<file path="config.mk">
export PLATFORM = sky130hd
export DESIGN_NAME = cram_wr_ctrl
export DESIGN_NICKNAME = d
export VERILOG_FILES = /design/src/rtl/cram_pkg.sv /design/src/rtl/cram_wr_fifo.sv /design/src/rtl/cram_wr_ctrl.sv
export SDC_FILE = /design/constraint.sdc
export NUM_CORES = 1
export LEC_CHECK = 0
export CORE_MARGIN = 4
export CORE_UTILIZATION = 59
export CTS_CLUSTER_SIZE = 20
export DETAILED_ROUTE_END_ITERATION = 6
export MAX_ROUTING_LAYER = met4
export PLACE_DENSITY = 0.9
export SLEW_MARGIN = 20
export SYNTH_ARGS = -nofsm -noshare
export SYNTH_HDL_FRONTEND = slang
export SYNTH_SLANG_ARGS = --single-unit
</file>
<file path="constraint.sdc">
create_clock -name clk -period 5.5 [get_ports clk]
set_clock_uncertainty 0.05 [all_clocks]
set_input_delay 0.825 -clock clk [delete_from_list [all_inputs] [get_ports clk]]
set_output_delay 0.825 -clock clk [all_outputs]
set_load 0.005 [all_outputs]
</file>
<file path="src/rtl/cram_pkg.sv">
// Shared types and constants for the colour RAM write path.
// Entry layout is {palette index, 16-bit colour word}.
package cram_pkg;

  localparam int CRAM_AW = 8;
  localparam int CRAM_DW = 16;
  localparam int CRAM_EW = CRAM_AW + CRAM_DW;

  localparam logic [1:0] CRAM_REG_ADDR = 2'd0;
  localparam logic [1:0] CRAM_REG_LO   = 2'd1;
  localparam logic [1:0] CRAM_REG_HI   = 2'd2;

  typedef struct packed {
    logic [CRAM_AW-1:0] addr;
    logic [CRAM_DW-1:0] data;
  } cram_entry_t;

  function automatic cram_entry_t cram_entry(
    input logic [CRAM_AW-1:0] addr,
    input logic [CRAM_DW-1:0] data
  );
    cram_entry_t e;
    e.addr = addr;
    e.data = data;
    return e;
  endfunction

endpackage

</file>
<file path="src/rtl/cram_wr_fifo.sv">
// Small synchronous FIFO with combinational head output.
// DEPTH must be a power of two so the pointers wrap naturally.
module cram_wr_fifo #(
  parameter int DEPTH = 4,
  parameter int WIDTH = 24
) (
  input  logic                     clk,
  input  logic                     rst_n,
  input  logic                     push,
  input  logic                     pop,
  input  logic [WIDTH-1:0]         din,
  output logic [WIDTH-1:0]         dout,
  output logic [$clog2(DEPTH):0]   count,
  output logic                     empty
);

  localparam int AW = $clog2(DEPTH);

  logic [WIDTH-1:0] mem [DEPTH];
  logic [AW-1:0]    wr_ptr;
  logic [AW-1:0]    rd_ptr;
  logic             full;
  logic             do_push;
  logic             do_pop;

  assign empty   = (count == '0);
  assign full    = (count == (AW+1)'(DEPTH));
  assign do_pop  = pop & ~empty;
  assign do_push = push & (~full | do_pop);
  assign dout    = mem[rd_ptr];

  always_ff @(posedge clk) begin
    if (do_push) begin
      mem[wr_ptr] <= din;
    end
  end

  always_ff @(posedge clk) begin
    if (!rst_n) begin
      wr_ptr <= '0;
      rd_ptr <= '0;
      count  <= '0;
    end else begin
      if (do_push) wr_ptr <= wr_ptr + 1'b1;
      if (do_pop)  rd_ptr <= rd_ptr + 1'b1;
      unique case ({do_push, do_pop})
        2'b10:   count <= count + 1'b1;
        2'b01:   count <= count - 1'b1;
        default: count <= count;
      endcase
    end
  end

endmodule

</file>
<file path="src/rtl/cram_wr_ctrl.sv">
// Colour RAM write controller: CPU byte / DMA word writes -> FIFO -> CRAM.
// Define CRAM_AUTOINC_EN to post-increment ptr after each CPU high-byte push.
module cram_wr_ctrl
  import cram_pkg::*;
#(
  parameter int FIFO_DEPTH = 4
) (
  input  logic               clk,
  input  logic               rst_n,
  input  logic               cpu_wr,
  input  logic [1:0]         cpu_reg,
  input  logic [7:0]         cpu_data,
  input  logic               dma_req,
  input  logic [CRAM_AW-1:0] dma_addr,
  input  logic [CRAM_DW-1:0] dma_data,
  output logic               dma_ack,
  output logic [CRAM_AW-1:0] cram_addr,
  output logic [CRAM_DW-1:0] cram_data,
  output logic               cram_we,
  output logic [CRAM_AW-1:0] ptr,
  output logic               busy
);

  localparam int CW = $clog2(FIFO_DEPTH) + 1;
  localparam logic [CW-1:0] DMA_LIM = CW'(FIFO_DEPTH - 2);

  logic        wr_addr;
  logic        wr_lo;
  logic        cpu_push;
  logic [7:0]  lo;

  logic        push;
  logic        pop;
  logic        empty;
  logic [CW-1:0] count;
  cram_entry_t din;
  cram_entry_t dout;

  always_comb begin
    wr_addr  = 1'b0;
    wr_lo    = 1'b0;
    cpu_push = 1'b0;
    if (cpu_wr) begin
      unique case (cpu_reg)
        CRAM_REG_ADDR: wr_addr  = 1'b1;
        CRAM_REG_LO:   wr_lo    = 1'b1;
        CRAM_REG_HI:   cpu_push = 1'b1;
        default: ;
      endcase
    end
  end

  // Holding the DMA to DEPTH-1 keeps one slot free for the CPU.
  assign dma_ack = rst_n & dma_req & ~cpu_push
                 & (count <= DMA_LIM);

  assign push = cpu_push | dma_ack;
  assign pop  = ~empty;

  always_comb begin
    din = cram_entry(dma_addr, dma_data);
    if (cpu_push) begin
      din = cram_entry(ptr, {cpu_data, lo});
    end
  end

  cram_wr_fifo #(
    .DEPTH (FIFO_DEPTH),
    .WIDTH (CRAM_EW)
  ) u_fifo (
    .clk   (clk),
    .rst_n (rst_n),
    .push  (push),
    .pop   (pop),
    .din   (din),
    .dout  (dout),
    .count (count),
    .empty (empty)
  );

  always_ff @(posedge clk) begin
    if (!rst_n) begin
      ptr <= '0;
      lo  <= '0;
    end else begin
      if (wr_addr) begin
        ptr <= cpu_data;
      end
`ifdef CRAM_AUTOINC_EN
      else if (cpu_push) begin
        ptr <= ptr + 8'd1;
      end
`endif
      if (wr_lo) begin
        lo <= cpu_data;
      end
    end
  end

  always_ff @(posedge clk) begin
    if (!rst_n) begin
      cram_we   <= 1'b0;
      cram_addr <= '0;
      cram_data <= '0;
    end else begin
      cram_we <= pop;
      if (pop) begin
        cram_addr <= dout.addr;
        cram_data <= dout.data;
      end
    end
  end

  assign busy = ~empty | cram_we;

endmodule

</file>
==> impl.org <==
** Floorplanning
- The die is 105 microns wide.
- The die covers 11100 sq um.
- Ports placed on the boundary :: 73
- Initial core utilization :: 60.5%
- Standard-cell rows :: 35
- The floorplan step defined a core boundary enclosing 9200 sq um.
- The die is 105 microns tall.

** Setup path
- The worst setup path is launched from an input pin.
- The worst setup path is of the input pin to primary output kind.
- Worst path most repeated cell :: clkdlybuf4s50_1
- Of all nets on the critical path, the largest fanout is 6.
- Cell with the largest stage delay on the worst path :: clkdlybuf4s50_1
- Startpoint of the most critical register-to-register path :: u_fifo.count[0]$_SDFFE_PN0P_
- At the worst endpoint, the required time is 4.62 ns.
- Arrival time worst endpoint :: 2.32 ns
- STA classifies the critical path endpoint as a primary output.
- Highest cell delay on the worst timing path :: 0.55 ns
- The most critical setup path has its startpoint at rst_n.
- Counting cells, the worst reg-to-reg path comes to 7.
- Cells along the critical path :: clkdlybuf4s50_1 > nor2b_1 > nand3_1 > nor2_1 > clkdlybuf4s50_1

** Yosys
- Summing the areas of all compound-gate instances in the mapped netlist gives 4.31% of the synthesized area.
- Mean cell area of the mapped netlist :: 18.0 sq um
- Sequential cells were found to cover 69.0% of the synthesized design area.
- Of the total synthesized cell area, the portion taken by AND, OR, NAND and NOR gates is 3.87%.
- Post-synthesis xor/xnor area fraction :: 0.629%
- By area, the combinational part of the netlist is dominated by multiplexers.
- Counting every net in the synthesized netlist gives 354.
- In the synthesized netlist, the number of instances is 310.
- Biggest area contributors in the synthesized netlist :: edfxtp_1 52%, dfxtp_1 17%, mux4_2 7.3%
- Leading area contributor after synthesis :: edfxtp_1
- The synthesized netlist devotes 1.48% of its cell area to adder and majority cells.
- The cell area that synthesis handed to floorplanning was 5570 sq um.
- Counting flops and latches in the post-synthesis netlist gives 144.
- The Yosys step of the flow raised 0 warnings.
- In this run the biggest area consumer among cell types represents 51.8% of the synthesized area.
- Number of distinct library cells after synthesis :: 32
- Mux contribution to synthesized area :: 18.4%

** Min path
- Worst Hold Launch :: cram_data[3]$_SDFFE_PN0P_
- Worst hold stages :: 1
- HP Class :: flop to flop

** Final layout
- Number of nets in the final layout :: 435
- Share of final-layout standard cells stronger than drive strength 1 :: 22.3%
- The area growth from synthesis to layout is 25.9%.
- The repair_antennas step left the layout with diodes totalling 0.

** Drt
- Summed over all layers, the routed wires come to 11800 microns.
- DRC errors left :: 0
- Once detail routing completed, the nets flagged for antenna violations numbered 0.
- Before antenna repair, the detailed router went through 5 iterations.
- Starting DRC count in detailed routing :: 224
- Number of vias per cell after detailed routing :: 6.01
- The routed layout has 3096 vias.
- In the final routed layout, each cell accounts on average for 22.9 microns.

** Power and ir drop
- Power per cell area :: 489 nW/um^2
- Design Power :: 3.43 mW
- Static Leakage :: 2.50 nW
- IR analysis of the VDD net gives a maximum drop of 0.293 mV.

** Placement
- Port Buffer Count :: 72
- Routability-driven placement finished with a final weighted congestion of 0.742.
- The HPWL after detailed placement is 7390 microns.

** Clock tree
- Clock-pin slew was measured on the worst setup and hold paths at 0.06 ns.
- Number of setup buffers added after CTS :: 0
- The clock reaches the later pin of the worst-skew pair after 0.52 ns.
- Hold-fix buffers at CTS :: 0
- Once the clock tree was built, the resizer swapped 0 gates to a different size.
- CTS sink cnt :: 144
- Clock tree from TritonCTS :: built
- The number of clock buffers added by TritonCTS is 17.
- No sink is reached through more buffers than the 2 on the longest clock path.
- Level count of the clock H-tree :: 4
- The tree is rooted in a clkbuf_8.

** STA
- For the pin with the worst max-slew slack, the measured transition is 0.987 ns.
- The worst path uses 58.1% of the clock period.
- Fin Setup TNS :: 0 ns
- Static timing analysis puts the maximum clock frequency at 0.313 GHz.
- The worst pin sits at a relative slew slack of 33.9%.
- Setup violations remaining at the end of the flow were counted as 0.
- Setup repair after global routing left no endpoint under its margin.
- The total count of max-transition violations in the final report came to 0.
- For the finished layout, the period the worst path requires is 3.20 ns.
- Final count of hold timing violations :: 0

** GRT
- Congestion Overflow GR :: 0
- Global routing used 23.8% of the available tracks.
- Pin count of the biggest net entering global routing :: 27
- The number of antenna violations at the first check in global routing is 0.
- Wire length of the first global-routing pass :: 18900 microns
- The number of global-route vias before repair is 3381.

** Run status
- Result of the run :: finished, final reports clean

** Flow run
- Reported max-cap violation count :: 0
[cells in the final DEF, fill, tap and decap left out, drive strengths merged, types with 6 or more instances in the layout]
cell,netlist,final
edfxtp,96,96
clkdlybuf4s50,0,72
dfxtp,48,48
mux2,24,24
a22o,24,24
mux4,24,24
nor2,22,22
mux2i,19,19
clkbuf,3,17
buf,13,6
inv,4,6
clkinv,0,6
[layout make-up]
class,instances,area [sq um]
multi-input combinational,146,1620
clock inverter,15,215
tap,111,139
clock buffer,17,414
fill,513,2180
timing repair buffer,78,766
inverter,4,15.0
sequential,144,3850
[registers in the layout, summed over array words and instances, names as in the netlist]
name	count
u_fifo.wr_ptr	2
lo	8
u_fifo.rd_ptr	2
u_fifo.count	3
cram_data	16
ptr	8
cram_addr	8
cram_we	1
u_fifo.mem	96
[cell families (layout without fill, tap and decap cells)]
logic type | Yosys count | in the layout
xor+xnor | 4 | 4
flops | 144 | 144
mux | 67 | 67
fa+ha+maj | 6 | 6
simple gates | 41 | 41
compound gates | 28 | 28
buf+inv | 20 | 114
[Yosys cell counts, drive strengths merged]
library cell / instances
edfxtp: 96
nor2b: 5
a22o: 24
clkbuf: 3
xor2: 2
ha: 5
o21ai: 1
and3b: 1
or3: 1
nor3: 1
dfxtp: 48
inv: 4
nor4: 1
a31oi: 1
fa: 1
buf: 13
nor2: 22
mux2: 24
mux2i: 19
a21oi: 1
nand3: 1
nor3b: 1
nand2: 5
xnor2: 2
o31ai: 1
nand3b: 2
nand2b: 1
mux4: 24
[metrics by stage]
step                      setup WS (ns)  std cells  hold slack (ns)  utilization (%)  cell area, sq um
after detailed placement           2.10        483            0.415             69.3              6380
after global routing               2.21        515            0.441             76.2              7010
after global placement             2.24        483            0.410             69.3              6380
final                              2.30        515            0.434             76.2              7010
after floorplan                    2.72        310            0.409                -              5570
after CTS                          2.30        515            0.436             76.2              7010
[worst paths after layout]
check                            endpoint  slack [ns]
max                               dma_ack        2.30
min             cram_data[3]$_SDFFE_PN0P_        0.43
max reg2reg  u_fifo.count[2]$_SDFFE_PN0P_        3.10
min reg2reg     cram_data[3]$_SDFFE_PN0P_        0.43
[critical path, delay by kind of cell]
kind	cells	cell delay, ns
buffers and inverters	2	1.06
AND/OR/NAND/NOR	3	0.44
[routing by layer]
metal,vias up,part of all wire (%),global-route usage (%)
li1,1376,-,-
met1,1560,41,30.3
met2,147,52,38.3
met3,13,6.0,4.76
met4,0,1.3,8.72
met5,-,0,-
[power by group]
group	switching [mW]	internal (mW)	total (mW)
clock	0.433	0.780	1.21
combinational	0.291	0.452	0.743
sequential	0.164	1.31	1.47
Note: power is estimated with default switching activity, not from simulation.
